### src/rtl/bp_me_pkg.sv
`default_nettype none
// ============================================================================
// Module   : bp_me_pkg
// Brief    : Shared memory-engine types: arbiter FSM states, source-index width,
//            default processor configuration and the BedRock mem header struct.
// Revision : 1.0
// ============================================================================
package bp_me_pkg;

    typedef enum logic [0:0] {
        e_idle   = 1'b0,
        e_locked = 1'b1
    } bp_mem_arb_state_e;

    // Two requesters need a single-bit source index.
    localparam int c_src_width = 1;

    typedef enum logic [0:0] {
        e_bp_default_cfg = 1'b0
    } bp_params_e;

    localparam int c_paddr_width    = 40;
    localparam int c_did_width      = 3;
    localparam int c_lce_id_width   = 4;
    localparam int c_lce_assoc      = 8;
    localparam int c_uce_fill_width = 64;

    typedef struct packed {
        logic [c_did_width-1:0]          did;
        logic [c_lce_id_width-1:0]       lce_id;
        logic [$clog2(c_lce_assoc)-1:0]  way_id;
    } bp_bedrock_mem_payload_s;

    typedef struct packed {
        logic [3:0]                msg_type;
        logic [3:0]                subop;
        logic [c_paddr_width-1:0]  addr;
        logic [2:0]                size;
        bp_bedrock_mem_payload_s   payload;
    } bp_bedrock_mem_header_s;

    function automatic int bp_uce_fill_width(input bp_params_e cfg);
        case (cfg)
            e_bp_default_cfg: return c_uce_fill_width;
            default:          return c_uce_fill_width;
        endcase
    endfunction

endpackage
`default_nettype wire

### src/rtl/bsg_fifo_1r1w_small.sv
`default_nettype none
// ============================================================================
// Module   : bsg_fifo_1r1w_small
// Brief    : Small register FIFO, valid/ready on the write side, valid/yumi on
//            the read side. Fullness comes from registered occupancy only.
// Revision : 1.0
// ============================================================================
module bsg_fifo_1r1w_small #(
    parameter int WIDTH_P = 1,
    parameter int ELS_P   = 4
) (
    input  logic               clk,
    input  logic               rst,
    input  logic               i_v,
    output logic               o_ready,
    input  logic [WIDTH_P-1:0] i_data,
    output logic               o_v,
    output logic [WIDTH_P-1:0] o_data,
    input  logic               i_yumi
);

    localparam int c_ptr_width = (ELS_P > 1) ? $clog2(ELS_P) : 1;
    localparam int c_cnt_width = $clog2(ELS_P + 1);

    logic [WIDTH_P-1:0]     r_mem [ELS_P];
    logic [c_ptr_width-1:0] r_wptr;
    logic [c_ptr_width-1:0] r_rptr;
    logic [c_cnt_width-1:0] r_count;
    logic                   w_push;
    logic                   w_pop;

    function automatic logic [c_ptr_width-1:0] f_next(input logic [c_ptr_width-1:0] p);
        return (p == c_ptr_width'(ELS_P - 1)) ? '0 : p + c_ptr_width'(1);
    endfunction

    assign o_ready = (r_count != c_cnt_width'(ELS_P));
    assign o_v     = (r_count != '0);
    assign o_data  = r_mem[r_rptr];
    assign w_push  = i_v & o_ready;
    assign w_pop   = i_yumi & o_v;

    always_ff @(posedge clk) begin
        if (rst) begin
            r_wptr  <= '0;
            r_rptr  <= '0;
            r_count <= '0;
        end else begin
            if (w_push) r_wptr <= f_next(r_wptr);
            if (w_pop)  r_rptr <= f_next(r_rptr);
            case ({w_push, w_pop})
                2'b10:   r_count <= r_count + c_cnt_width'(1);
                2'b01:   r_count <= r_count - c_cnt_width'(1);
                default: r_count <= r_count;
            endcase
        end
    end

    always_ff @(posedge clk) begin
        if (w_push) r_mem[r_wptr] <= i_data;
    end

endmodule
`default_nettype wire

### src/rtl/bp_mem_stream_arbiter.sv
`default_nettype none
// ============================================================================
// Module   : bp_mem_stream_arbiter
// Brief    : Merges the I$ (0) and D$ (1) UCE mem streams onto one port, keeping
//            multi-beat commands atomic and steering in-order responses back.
// Options  : BP_MEM_ARB_ROUND_ROBIN_EN - round-robin instead of fixed D$ priority
// Revision : 1.0
// ============================================================================
module bp_mem_stream_arbiter
    import bp_me_pkg::*;
#(
    parameter bp_params_e BP_PARAMS_P   = e_bp_default_cfg,
    parameter int         OUTSTANDING_P = 4,
    localparam int c_hdr_width  = $bits(bp_bedrock_mem_header_s),
    localparam int c_fill_width = bp_uce_fill_width(BP_PARAMS_P)
) (
    input  logic                         clk_i,
    input  logic                         reset_i,

    input  logic [1:0][c_hdr_width-1:0]  mem_cmd_header_i,
    input  logic [1:0][c_fill_width-1:0] mem_cmd_data_i,
    input  logic [1:0]                   mem_cmd_v_i,
    input  logic [1:0]                   mem_cmd_last_i,
    output logic [1:0]                   mem_cmd_ready_and_o,

    output logic [c_hdr_width-1:0]       mem_cmd_header_o,
    output logic [c_fill_width-1:0]      mem_cmd_data_o,
    output logic                         mem_cmd_v_o,
    output logic                         mem_cmd_last_o,
    input  logic                         mem_cmd_ready_and_i,

    input  logic [c_hdr_width-1:0]       mem_resp_header_i,
    input  logic [c_fill_width-1:0]      mem_resp_data_i,
    input  logic                         mem_resp_v_i,
    input  logic                         mem_resp_last_i,
    output logic                         mem_resp_ready_and_o,

    output logic [1:0][c_hdr_width-1:0]  mem_resp_header_o,
    output logic [1:0][c_fill_width-1:0] mem_resp_data_o,
    output logic [1:0]                   mem_resp_v_o,
    output logic [1:0]                   mem_resp_last_o,
    input  logic [1:0]                   mem_resp_ready_and_i
);

    bp_mem_arb_state_e      r_state;
    bp_mem_arb_state_e      w_state_next;
    logic [c_src_width-1:0] r_grant;
    logic [c_src_width-1:0] w_grant_next;
    logic [c_src_width-1:0] w_pick;
    logic [c_src_width-1:0] w_sel;
    logic [c_src_width-1:0] w_fifo_head;
    logic                   w_fifo_ready;
    logic                   w_fifo_v;
    logic                   w_fwd_en;
    logic                   w_sel_v;
    logic                   w_sel_last;
    logic                   w_cmd_hs;
    logic                   w_push;
    logic                   w_pop;

`ifdef BP_MEM_ARB_ROUND_ROBIN_EN
    logic [c_src_width-1:0] r_rr_ptr;

    // The pointer only breaks ties; a lone requester always wins.
    assign w_pick = (&mem_cmd_v_i) ? r_rr_ptr : mem_cmd_v_i[1];

    always_ff @(posedge clk_i) begin
        if (reset_i) begin
            r_rr_ptr <= '0;
        end else if (w_cmd_hs && w_sel_last) begin
            r_rr_ptr <= ~w_sel;
        end
    end
`else
    assign w_pick = mem_cmd_v_i[1];
`endif

    // A locked message was already counted in the FIFO, so fullness only gates new starts.
    assign w_sel      = (r_state == e_locked) ? r_grant : w_pick;
    assign w_fwd_en   = (r_state == e_locked) | w_fifo_ready;
    assign w_sel_v    = mem_cmd_v_i[w_sel];
    assign w_sel_last = mem_cmd_last_i[w_sel];

    assign mem_cmd_v_o      = ~reset_i & w_fwd_en & w_sel_v;
    assign mem_cmd_last_o   = w_sel_last;
    assign mem_cmd_header_o = mem_cmd_header_i[w_sel];
    assign mem_cmd_data_o   = mem_cmd_data_i[w_sel];
    assign w_cmd_hs         = mem_cmd_v_o & mem_cmd_ready_and_i;

    always_comb begin
        w_state_next = r_state;
        w_grant_next = r_grant;
        w_push       = 1'b0;
        case (r_state)
            e_idle: begin
                w_push = w_cmd_hs;
                if (w_cmd_hs && !w_sel_last) begin
                    w_state_next = e_locked;
                    w_grant_next = w_sel;
                end
            end
            e_locked: begin
                if (w_cmd_hs && w_sel_last) w_state_next = e_idle;
            end
            default: w_state_next = e_idle;
        endcase
    end

    always_ff @(posedge clk_i) begin
        if (reset_i) begin
            r_state <= e_idle;
            r_grant <= '0;
        end else begin
            r_state <= w_state_next;
            r_grant <= w_grant_next;
        end
    end

    bsg_fifo_1r1w_small #(
        .WIDTH_P (c_src_width),
        .ELS_P   (OUTSTANDING_P)
    ) u_src_fifo (
        .clk     (clk_i),
        .rst     (reset_i),
        .i_v     (w_push),
        .o_ready (w_fifo_ready),
        .i_data  (w_sel),
        .o_v     (w_fifo_v),
        .o_data  (w_fifo_head),
        .i_yumi  (w_pop)
    );

    assign mem_resp_ready_and_o = ~reset_i & w_fifo_v & mem_resp_ready_and_i[w_fifo_head];
    assign w_pop                = mem_resp_v_i & mem_resp_ready_and_o & mem_resp_last_i;
    assign mem_resp_header_o    = {2{mem_resp_header_i}};
    assign mem_resp_data_o      = {2{mem_resp_data_i}};

    always_comb begin
        mem_cmd_ready_and_o                = '0;
        mem_cmd_ready_and_o[w_sel]         = ~reset_i & w_fwd_en & mem_cmd_ready_and_i;
        mem_resp_v_o                       = '0;
        mem_resp_last_o                    = '0;
        mem_resp_v_o[w_fifo_head]          = ~reset_i & w_fifo_v & mem_resp_v_i;
        mem_resp_last_o[w_fifo_head]       = ~reset_i & w_fifo_v & mem_resp_last_i;
    end

    // A response with nothing outstanding cannot be routed anywhere.
    a_resp_has_owner: assert property (@(posedge clk_i) disable iff (reset_i)
        mem_resp_v_i |-> w_fifo_v);

endmodule
`default_nettype wire

### config.mk
export PLATFORM = sky130hd
export DESIGN_NAME = bp_mem_stream_arbiter
export DESIGN_NICKNAME = d
export VERILOG_FILES = /design/src/rtl/bp_me_pkg.sv /design/src/rtl/bsg_fifo_1r1w_small.sv /design/src/rtl/bp_mem_stream_arbiter.sv
export SDC_FILE = /design/constraint.sdc
export NUM_CORES = 1
export LEC_CHECK = 0
export BUFFER_PORTS_ARGS = -buffer_cell sky130_fd_sc_hd__buf_4
export CORE_AREA = 2 2 304 306
export CTS_BUF_LIST = sky130_fd_sc_hd__clkbuf_4 sky130_fd_sc_hd__clkbuf_8 sky130_fd_sc_hd__clkbuf_16
export DETAILED_ROUTE_END_ITERATION = 7
export DIE_AREA = 0 0 306 308
export GPL_TIMING_DRIVEN = 0
export HOLD_SLACK_MARGIN = 0.03
export PLACE_DENSITY = 0.31
export REMOVE_ABC_BUFFERS = 1
export SKIP_CTS_REPAIR_TIMING = 1
export SLEW_MARGIN = 40
export SYNTH_ARGS = -nofsm -noshare
export SYNTH_HDL_FRONTEND = slang
export SYNTH_HIERARCHICAL = 1
export SYNTH_SLANG_ARGS = --single-unit
### constraint.sdc
create_clock -name clk_i -period 3.7 [get_ports clk_i]
set_input_delay 0.555 -clock clk_i [delete_from_list [all_inputs] [get_ports clk_i]]
set_output_delay 0.555 -clock clk_i [all_outputs]
set_load 0.01 [all_outputs]
==> Word-level counts from Yosys, hierarchy flattened <==
Memories as Yosys holds them, arrays and structs flattened. A register that Yosys moved wholly into a read port is not among the register bits.
Index checks and enable logic that the tools add are counted.
Widths: inputs -> output; s select.
{ "word_totals": {"register_bits": 9, "mem_bits_rw": 4, "input_bits": 386, "elab_cells": 71, "mem_count": 1} }
{ "op_classes": {"addsub": 4, "magnitude_cmp": 4, "eq_ne": 5, "n_mux": 26, "bitwise": 18, "reduce_logical": 8} }
{ "mem_list": {"columns": ["name", "depth", "word_bits", "rd", "rd_ports_with_merged_regs", "write_ports", "line_no", "text"], "rows": [
  ["u_src_fifo.r_mem", 4, 1, 1, 1, 1, "bsg_fifo_1r1w_small.sv:25", "logic [WIDTH_P-1:0] r_mem [ELS_P];"]
]} }
{ "op_table": {"columns": ["op", "n"], "rows": [
  ["$mux 64", 2],
  ["$mux 61", 2],
  ["$mux 1", 14],
  ["$and 1x1->1", 12],
  ["$mux 2", 4],
  ["$and 2x2->2", 3],
  ["$eq 2x2->1 const B", 3],
  ["$pmux 3 s2", 1],
  ["$add 2x1->2 const B", 2],
  ["$logic_and 1x1->1", 4],
  ["$lt 1x2->1 const B", 2],
  ["$add 3x1->3 const B", 1],
  ["$ne 3x3->1 const B", 1],
  ["$reduce_bool 3->1", 1],
  ["$sub 3x1->3 const B", 1],
  ["$demux 1 s1", 2],
  ["$eq 2x1->1 const B", 1],
  ["$ge 1x1->1 const B", 2],
  ["$not 1->1", 2],
  ["$pmux 1 s2", 1],
  ["$reduce_and 2->1", 1],
  ["$reduce_bool 2->1", 1],
  ["$logic_not 1->1", 1],
  ["$or 1x1->1", 1]
]} }

==> Longest topological paths before layout <==
Gate-level depths: netlist (run 1).
{ "logic_depth": {"word_depth": 9, "depth_mapped": 12, "depth_no_buf": 12} }

==> Modules after synthesis <==
Netlist (run 1), hierarchy kept.
{ "modules_own_cells": {"columns": ["mod", "instances", "cells_each", "area_per_inst_um2"], "rows": [
  ["bp_mem_stream_arbiter", 1, 683, 3648.5],
  ["bsg_fifo_1r1w_small", 1, 57, 638.1]
]} }

==> Worst setup path before layout (run 1) <==
Ideal clock, no wire load.
{ "synth_path": {"kind": "reg2reg", "from": "register (tool-made name)", "to": "register u_src_fifo.r_count[2]", "setup_ns": 0.070, "arrival_time_ns": 2.668, "path_slack_ns": 0.962, "stages_incl_launch_ff": 13, "synth_period_minus_slack_ns": 2.738, "path_cell_list": "dfxtp_1 mux4_2 mux2i_1 nor2_1 and3_1 o31ai_1 inv_1 ha_1 inv_1 fa_1 xor2_1 or3_1 a21oi_1"} }
{ "synth_rtl": {"columns": ["item", "line_no", "text"], "rows": [
  ["end signal: assignment", "bsg_fifo_1r1w_small.sv:51", "2'b10: r_count <= r_count + c_cnt_width'(1);"],
  ["end signal: assignment", "bsg_fifo_1r1w_small.sv:52", "2'b01: r_count <= r_count - c_cnt_width'(1);"],
  ["end signal: assignment", "bsg_fifo_1r1w_small.sv:53", "default: r_count <= r_count;"],
  ["end: declaration", "bsg_fifo_1r1w_small.sv:28", "logic [c_cnt_width-1:0] r_count;"]
]} }

==> results of run 1 <==
==> metrics by stage <==
stage / hold WS, ns / cell area [um^2]
after floorplan: 0.4559 / 2270
after global placement: 0.4914 / 6711
after detailed placement: 0.4875 / 6873
after CTS: 0.5024 / 6953
after global routing: 0.5541 / 6970
final: 0.5152 / 6970
==> power by group through the flow <==
| stage | clock network (W) | registers (W) | logic [W] |
|---|---|---|---|
| floorplan | 0 | 0.000182 | 0.000308 |
| global placement | 0 | 0.000183 | 0.000884 |
| CTS | 0.000234 | 0.000180 | 0.000895 |
| finish | 0.000223 | 0.000180 | 0.000878 |
| global route | 0.000238 | 0.000181 | 0.000961 |
| detailed placement | 0 | 0.000183 | 0.000892 |
==> cells in the mapped netlist (all sizes together) <==
cell type | count | area [um^2]
a2111oi | 1 | 8.760
a211o | 1 | 8.760
a21oi | 4 | 20.02
a311oi | 1 | 8.760
and3 | 7 | 46.29
buf | 270 | 1983
clkbuf | 9 | 33.78
dfxtp | 11 | 220.2
edfxtp | 4 | 120.1
fa | 1 | 20.02
ha | 6 | 75.07
inv | 9 | 33.79
mux2i | 6 | 72.57
mux4 | 1 | 22.52
nand2 | 378 | 1421
nand2b | 4 | 25.02
nor2 | 9 | 33.78
nor2b | 1 | 6.260
nor3b | 2 | 15.01
nor4 | 1 | 6.260
nor4bb | 1 | 10.01
o211ai | 1 | 7.510
o21ai | 2 | 13.76
o31ai | 2 | 15.01
or2 | 1 | 6.260
or3 | 4 | 26.28
or3b | 1 | 8.760
xor2 | 2 | 17.52
==> final cells by class <==
cell class	instances	share of cell area
clock inverters	1	0.0007180
inverters	9	0.005924
clock buffers	3	0.01077
flip-flops and latches	15	0.04900
well taps	1186	0.2129
repair buffers	405	0.4466
multi-input cells	437	0.2741
==> worst max-delay path by stage <==
stage,cells after the start,end
after floorplan,4,mem_cmd_last_o
after global routing,11,mem_cmd_last_o
final,11,mem_cmd_last_o
after CTS,11,mem_cmd_header_o[39]
after detailed placement,12,mem_cmd_header_o[39]
after global placement,6,mem_cmd_header_o[46]
==> per-layer routing <==
metal / GRT usage / up-vias / share of wire
met5: 0.05478 / - / 0.014
met4: 0.05407 / 8 / 0.063
met3: 0.09702 / 51 / 0.22
met2: 0.1717 / 801 / 0.47
met1: 0.06375 / 2145 / 0.23
li1: - / 2252 / -
==> worst max-delay path, delay by kind of cell (launching register included) <==
family   cells  cell delay (ns)
flops        1             0.37
mux          2             0.54
buf+inv      9             1.61
==> kinds of logic (layout without fill, tap and decap cells) <==
kind of cell	Yosys count	in the layout	synth area share
and+or+nand+nor	409	409	0.3745
muxes	7	7	0.02218
DFF	15	15	0.07939
buffers and inverters	288	418	0.4784
AOI/OAI and AO/OA	12	12	0.01926
xor gates and xnor gates	2	2	0.004087
adders and majority gates	7	7	0.02218
==> run_results.csv, run 1 <==
group,metric,value,unit
run_status,outcome,"finished clean",
routing,drtPass1Iterations,5,
placed_design,dp_hpwl,43600,um
sta,fin_ws,0.2256,ns
clocking,clk_path_buf_depth,2,
routing,viasPerCell,2.557,
placed_design,pre_cts_ws,0.04752,ns
floorplanning,start_util,0.04712,
routing,wirelength,49820,um
hold_path,min_path_type,"flip-flop to flip-flop",
sta,relSlewSlack,0.5618,
setup_path,start_kind,"flip-flop",
floorplanning,fp.dieH,308,um
setup_path,rrSetupSlack,0.80,ns
final_layout,drive_gt1_frac,0.4839,
setup_path,slowest_stage,"dfxtp_2",
sta,final-hold-violation-count,0,
placed_design,portBuffers,394,
setup_path,worstSetupEndpointType,"output port",
setup_path,worstRegToRegCells,12,
sta,clock-skew-final,0.002789,ns
global_route,grt_pass1_wl,59380,um
final_layout,nNetsFinal,1264,
sta,rsz0062_at_grt,"false",
run,cap_violations,0,
sta,finalMaxSlewViolations,0,
power,total_power,0.001282,W
floorplanning,ioPinCount,770,
power,pwr-share-comb,0.685,
clocking,cts_buffers,3,
power,sw_frac_of_total,0.3900,
clocking,cts_sinks,15,
routing,first_iter_violations,315,
setup_path,critPathRequiredTime,3.14,ns
final_layout,area_growth,62.61,%
floorplanning,coreArea,90970,um^2
final_layout,instances_no_fill,2056,
setup_path,cpMostUsedCell,"buf_8",
setup_path,crit_chain,"mux2i_4, buf_8, buf_8, buf_6, buf_8, buf_8, inv_8, buf_16, mux2i_1, inv_2, buf_4",
power,p_int,0.0007819,W
global_route,antenna_found_initial,1,
power,leakagePower,3.498,nW
final_layout,multiInputGateArea,1911,um^2
global_route,first_global_vias,4979,
final_layout,layout_commonest_cell,"buf_4",
clocking,h-tree-depth,1,
global_route,grt_max_degree,70,
clocking,clk-insertion-delay-late,0.25,ns
final_layout,utilization,0.07662,
synthesis,synth_cell_types,37,
sta,finalSetupTns,0,ns
synthesis,synth_area,4287,um^2
power,p_sw,0.0004998,W
final_layout,diodes,0,
power,power.share.sequential,0.141,
routing,wl_per_cell,24.23,um
synthesis,avgSynthCellArea,5.793,um^2
sta,max_freq,0.2878,GHz
synthesis,synth-seq-cells,15,
setup_path,r2r_start,"u_src_fifo/r_mem[0]$_DFFE_PP_",
setup_path,arrival,2.92,ns
clocking,clockRootBuffer,"clkbuf_16",
setup_path,cp_max_fo,69,
setup_path,crit_type,"flip-flop to output port",
global_route,grt_usage,0.09931,
global_route,grt.overflow.total,0,
synthesis,yosys_warnings,6,
clocking,clk_pin_slew,0.05,ns
sta,finalCritPeriodShare,0.9390,
hold_path,hold_depth,2,
floorplanning,fp-row-count,111,
routing,ant_nets,0,
power,vdd.ir_drop.worst,0.1263,mV
synthesis,syn-instance-count,740,
power,powerDensity,183.9,nW/um^2
final_layout,nFillCells,10800,
sta,worstMarginPinSlew,0.6407,ns
floorplanning,die_area,94250,um^2
power,p_clk_frac,0.174,
final_layout,final_cell_mix,"buf_4, nand2_1, dfxtp_1",
placed_design,place_inst,2051,
synthesis,ys_seq_area_frac,0.07939,
routing,drc_errors,0,
floorplanning,die_w,306,um
setup_path,crit_path_max_incr_delay,0.37,ns
setup_path,reg2reg_to,"u_src_fifo/r_count[2]$_SDFFE_PP0P_",
hold_path,hold_start,"u_src_fifo/r_rptr[0]$_SDFFE_PP0P_",
sta,fin_crit,3.474,ns
sta,finalSetupViolations,0,
final_layout,seqCellArea,341.6,um^2
placed_design,gp_congestion,0.9678,
clocking,cts_tree,"done",
routing,vias,5257,
(Power assumes the default switching activity.)
==> inputs of run 2 (changes only) <==
--- a/config.mk
+++ b/config.mk
@@ -6,13 +6,13 @@
 export NUM_CORES = 1
 export LEC_CHECK = 0
 export BUFFER_PORTS_ARGS = -buffer_cell sky130_fd_sc_hd__buf_4
-export CORE_AREA = 2 2 304 306
+export CORE_AREA = 3 3 296 298
 export CTS_BUF_LIST = sky130_fd_sc_hd__clkbuf_4 sky130_fd_sc_hd__clkbuf_8 sky130_fd_sc_hd__clkbuf_16
 export DETAILED_ROUTE_END_ITERATION = 7
-export DIE_AREA = 0 0 306 308
+export DIE_AREA = 0 0 299 301
 export GPL_TIMING_DRIVEN = 0
 export HOLD_SLACK_MARGIN = 0.03
-export PLACE_DENSITY = 0.31
+export PLACE_DENSITY = 0.32
 export REMOVE_ABC_BUFFERS = 1
 export SKIP_CTS_REPAIR_TIMING = 1
 export SLEW_MARGIN = 40
==> run_results.csv, run 2 (synthesized netlist as in run 1, its figures left out) <==
group,metric,value,unit
setup_path,r2r_start,"u_src_fifo/r_mem[3]$_DFFE_PP_",
sta,clock-skew-final,0.002834,ns
floorplanning,die_w,299,um
hold_path,hold_depth,2,
setup_path,arrival,2.88,ns
sta,finalSetupViolations,0,
clocking,clockRootBuffer,"clkbuf_16",
clocking,cts_buffers,3,
routing,drtPass1Iterations,4,
power,total_power,0.001276,W
setup_path,crit_type,"flip-flop to output port",
sta,worstMarginPinSlew,0.6232,ns
clocking,clk_path_buf_depth,2,
floorplanning,coreArea,85150,um^2
sta,finalSetupTns,0,ns
clocking,clk_pin_slew,0.05,ns
setup_path,cp-endpoint,"mem_cmd_last_o",
routing,wl_per_cell,25.09,um
clocking,cts_tree,"done",
final_layout,nFillCells,10180,
placed_design,portBuffers,394,
placed_design,gp_congestion,0.9983,
routing,vias,5141,
placed_design,dp_hpwl,46120,um
floorplanning,fp-row-count,107,
sta,whs,0.4985,ns
final_layout,final_cell_mix,"buf_4, nand2_1, dfxtp_1",
global_route,first_global_vias,5167,
global_route,grt_max_degree,71,
global_route,grt_usage,0.1056,
sta,fin_crit,3.432,ns
final_layout,drive_gt1_frac,0.4851,
global_route,grt_pass1_wl,60790,um
global_route,antenna_found_initial,4,
run_status,outcome,"finished clean",
setup_path,start_kind,"flip-flop",
sta,finalCritPeriodShare,0.9275,
sta,rsz0062_at_grt,"false",
setup_path,worstRegToRegCells,12,
run,cap_violations,0,
clocking,clk-insertion-delay-late,0.25,ns
floorplanning,ioPinCount,770,
setup_path,slowest_stage,"dfxtp_2",
floorplanning,die_area,90000,um^2
final_layout,layout_commonest_cell,"buf_4",
sta,max_freq,0.2914,GHz
power,leakagePower,3.492,nW
hold_path,min_path_type,"flip-flop to flip-flop",
setup_path,rrSetupSlack,0.79,ns
final_layout,nNetsFinal,1264,
power,vdd.ir_drop.worst,0.1234,mV
setup_path,cp_max_fo,70,
setup_path,crit_path_max_incr_delay,0.41,ns
sta,finalMaxSlewViolations,0,
setup_path,crit_chain,"mux2i_4, buf_8, buf_8, buf_6, buf_6, inv_8, buf_16, mux2i_2, inv_2, buf_4",
setup_path,critPathRequiredTime,3.14,ns
floorplanning,start_util,0.05034,
routing,first_iter_violations,314,
routing,viasPerCell,2.549,
floorplanning,fp.dieH,301,um
power,powerDensity,184.7,nW/um^2
setup_path,worstSetupEndpointType,"output port",
sta,relSlewSlack,0.5811,
final_layout,area_growth,61.18,%
global_route,grt.overflow.total,0,
clocking,cts_sinks,15,
setup_path,reg2reg_to,"u_src_fifo/r_count[2]$_SDFFE_PP0P_",
clocking,h-tree-depth,1,
sta,final-hold-violation-count,0,
routing,drc_errors,0,
routing,wirelength,50600,um
routing,ant_nets,0,
-- run 2: cell count changes in the layout (fill, tap and decap cells not counted) --
cell,previous run,this run
buf_6,4,5
mux2i_2,0,1
diode_2,0,3
nor4_2,0,1
buf_4,395,396
nor4_4,1,0
mux2i_1,5,4
buf_8,5,3
-- run 2: final cells by class --
class	count	area, um^2	area share
Tap cell	1144	1431	0.2072
Antenna cell	3	7.507	0.001087
Clock inverter	1	5.005	0.0007244
Multi-Input combinational cell	437	1906	0.2758
Clock buffer	3	75.07	0.01087
Sequential cell	15	341.6	0.04944
Inverter	9	41.29	0.005976
Timing Repair Buffer	405	3102	0.4489
-- run 2: critical path: cells and delay by family, from the launching register on --
family	cells	cell delay, ns
buf+inv	8	1.44
mux	2	0.64
flops	1	0.41
-- run 2: power breakdown --
part	leakage, nW	switching, W	internal, W	total (W)
clock network	0.0409	0.0000681	0.000144	0.000212
logic	3.32	0.000422	0.000461	0.000883
registers	0.126	0.00000568	0.000174	0.000180
-- run 2: layer usage --
| layer | part of all wire | track usage | vias to the layer above | routed length, um |
|---|---|---|---|---|
| li1 | - | - | 2253 | - |
| met1 | 0.26 | 0.07783 | 2088 | 13120 |
| met2 | 0.46 | 0.1814 | 732 | 23220 |
| met3 | 0.18 | 0.08226 | 60 | 9178 |
| met4 | 0.091 | 0.07130 | 8 | 4614 |
| met5 | 0.0091 | 0.04004 | - | 459 |
-- run 2: through the flow --
| step | area [um^2] | instances | worst slack [ns] | utilization |
|---|---|---|---|---|
| floorplan | 2270 | 461 | -0.9746 | - |
| global placement | 6659 | 1999 | -5.256 | 0.07820 |
| detailed placement | 6802 | 2008 | 0.01625 | 0.07988 |
| CTS | 6882 | 2012 | -0.1517 | 0.08082 |
| global route | 6902 | 2014 | 0.09775 | 0.08106 |
| finish | 6909 | 2017 | 0.2684 | 0.08114 |
-- run 2: how the worst min path moves through the flow --
stage / slack (ns) / endpoint / startpoint
after floorplan: 0.46 / flip-flop / u_src_fifo/r_rptr[0]$_SDFFE_PP0P_
after global placement: 0.48 / u_src_fifo/r_rptr[0]$_SDFFE_PP0P_ / u_src_fifo/r_rptr[0]$_SDFFE_PP0P_
after detailed placement: 0.50 / u_src_fifo/r_rptr[0]$_SDFFE_PP0P_ / u_src_fifo/r_rptr[0]$_SDFFE_PP0P_
after CTS: 0.51 / u_src_fifo/r_rptr[0]$_SDFFE_PP0P_ / u_src_fifo/r_rptr[0]$_SDFFE_PP0P_
after global routing: 0.54 / u_src_fifo/r_rptr[0]$_SDFFE_PP0P_ / u_src_fifo/r_rptr[0]$_SDFFE_PP0P_
final: 0.50 / u_src_fifo/r_rptr[0]$_SDFFE_PP0P_ / u_src_fifo/r_rptr[0]$_SDFFE_PP0P_
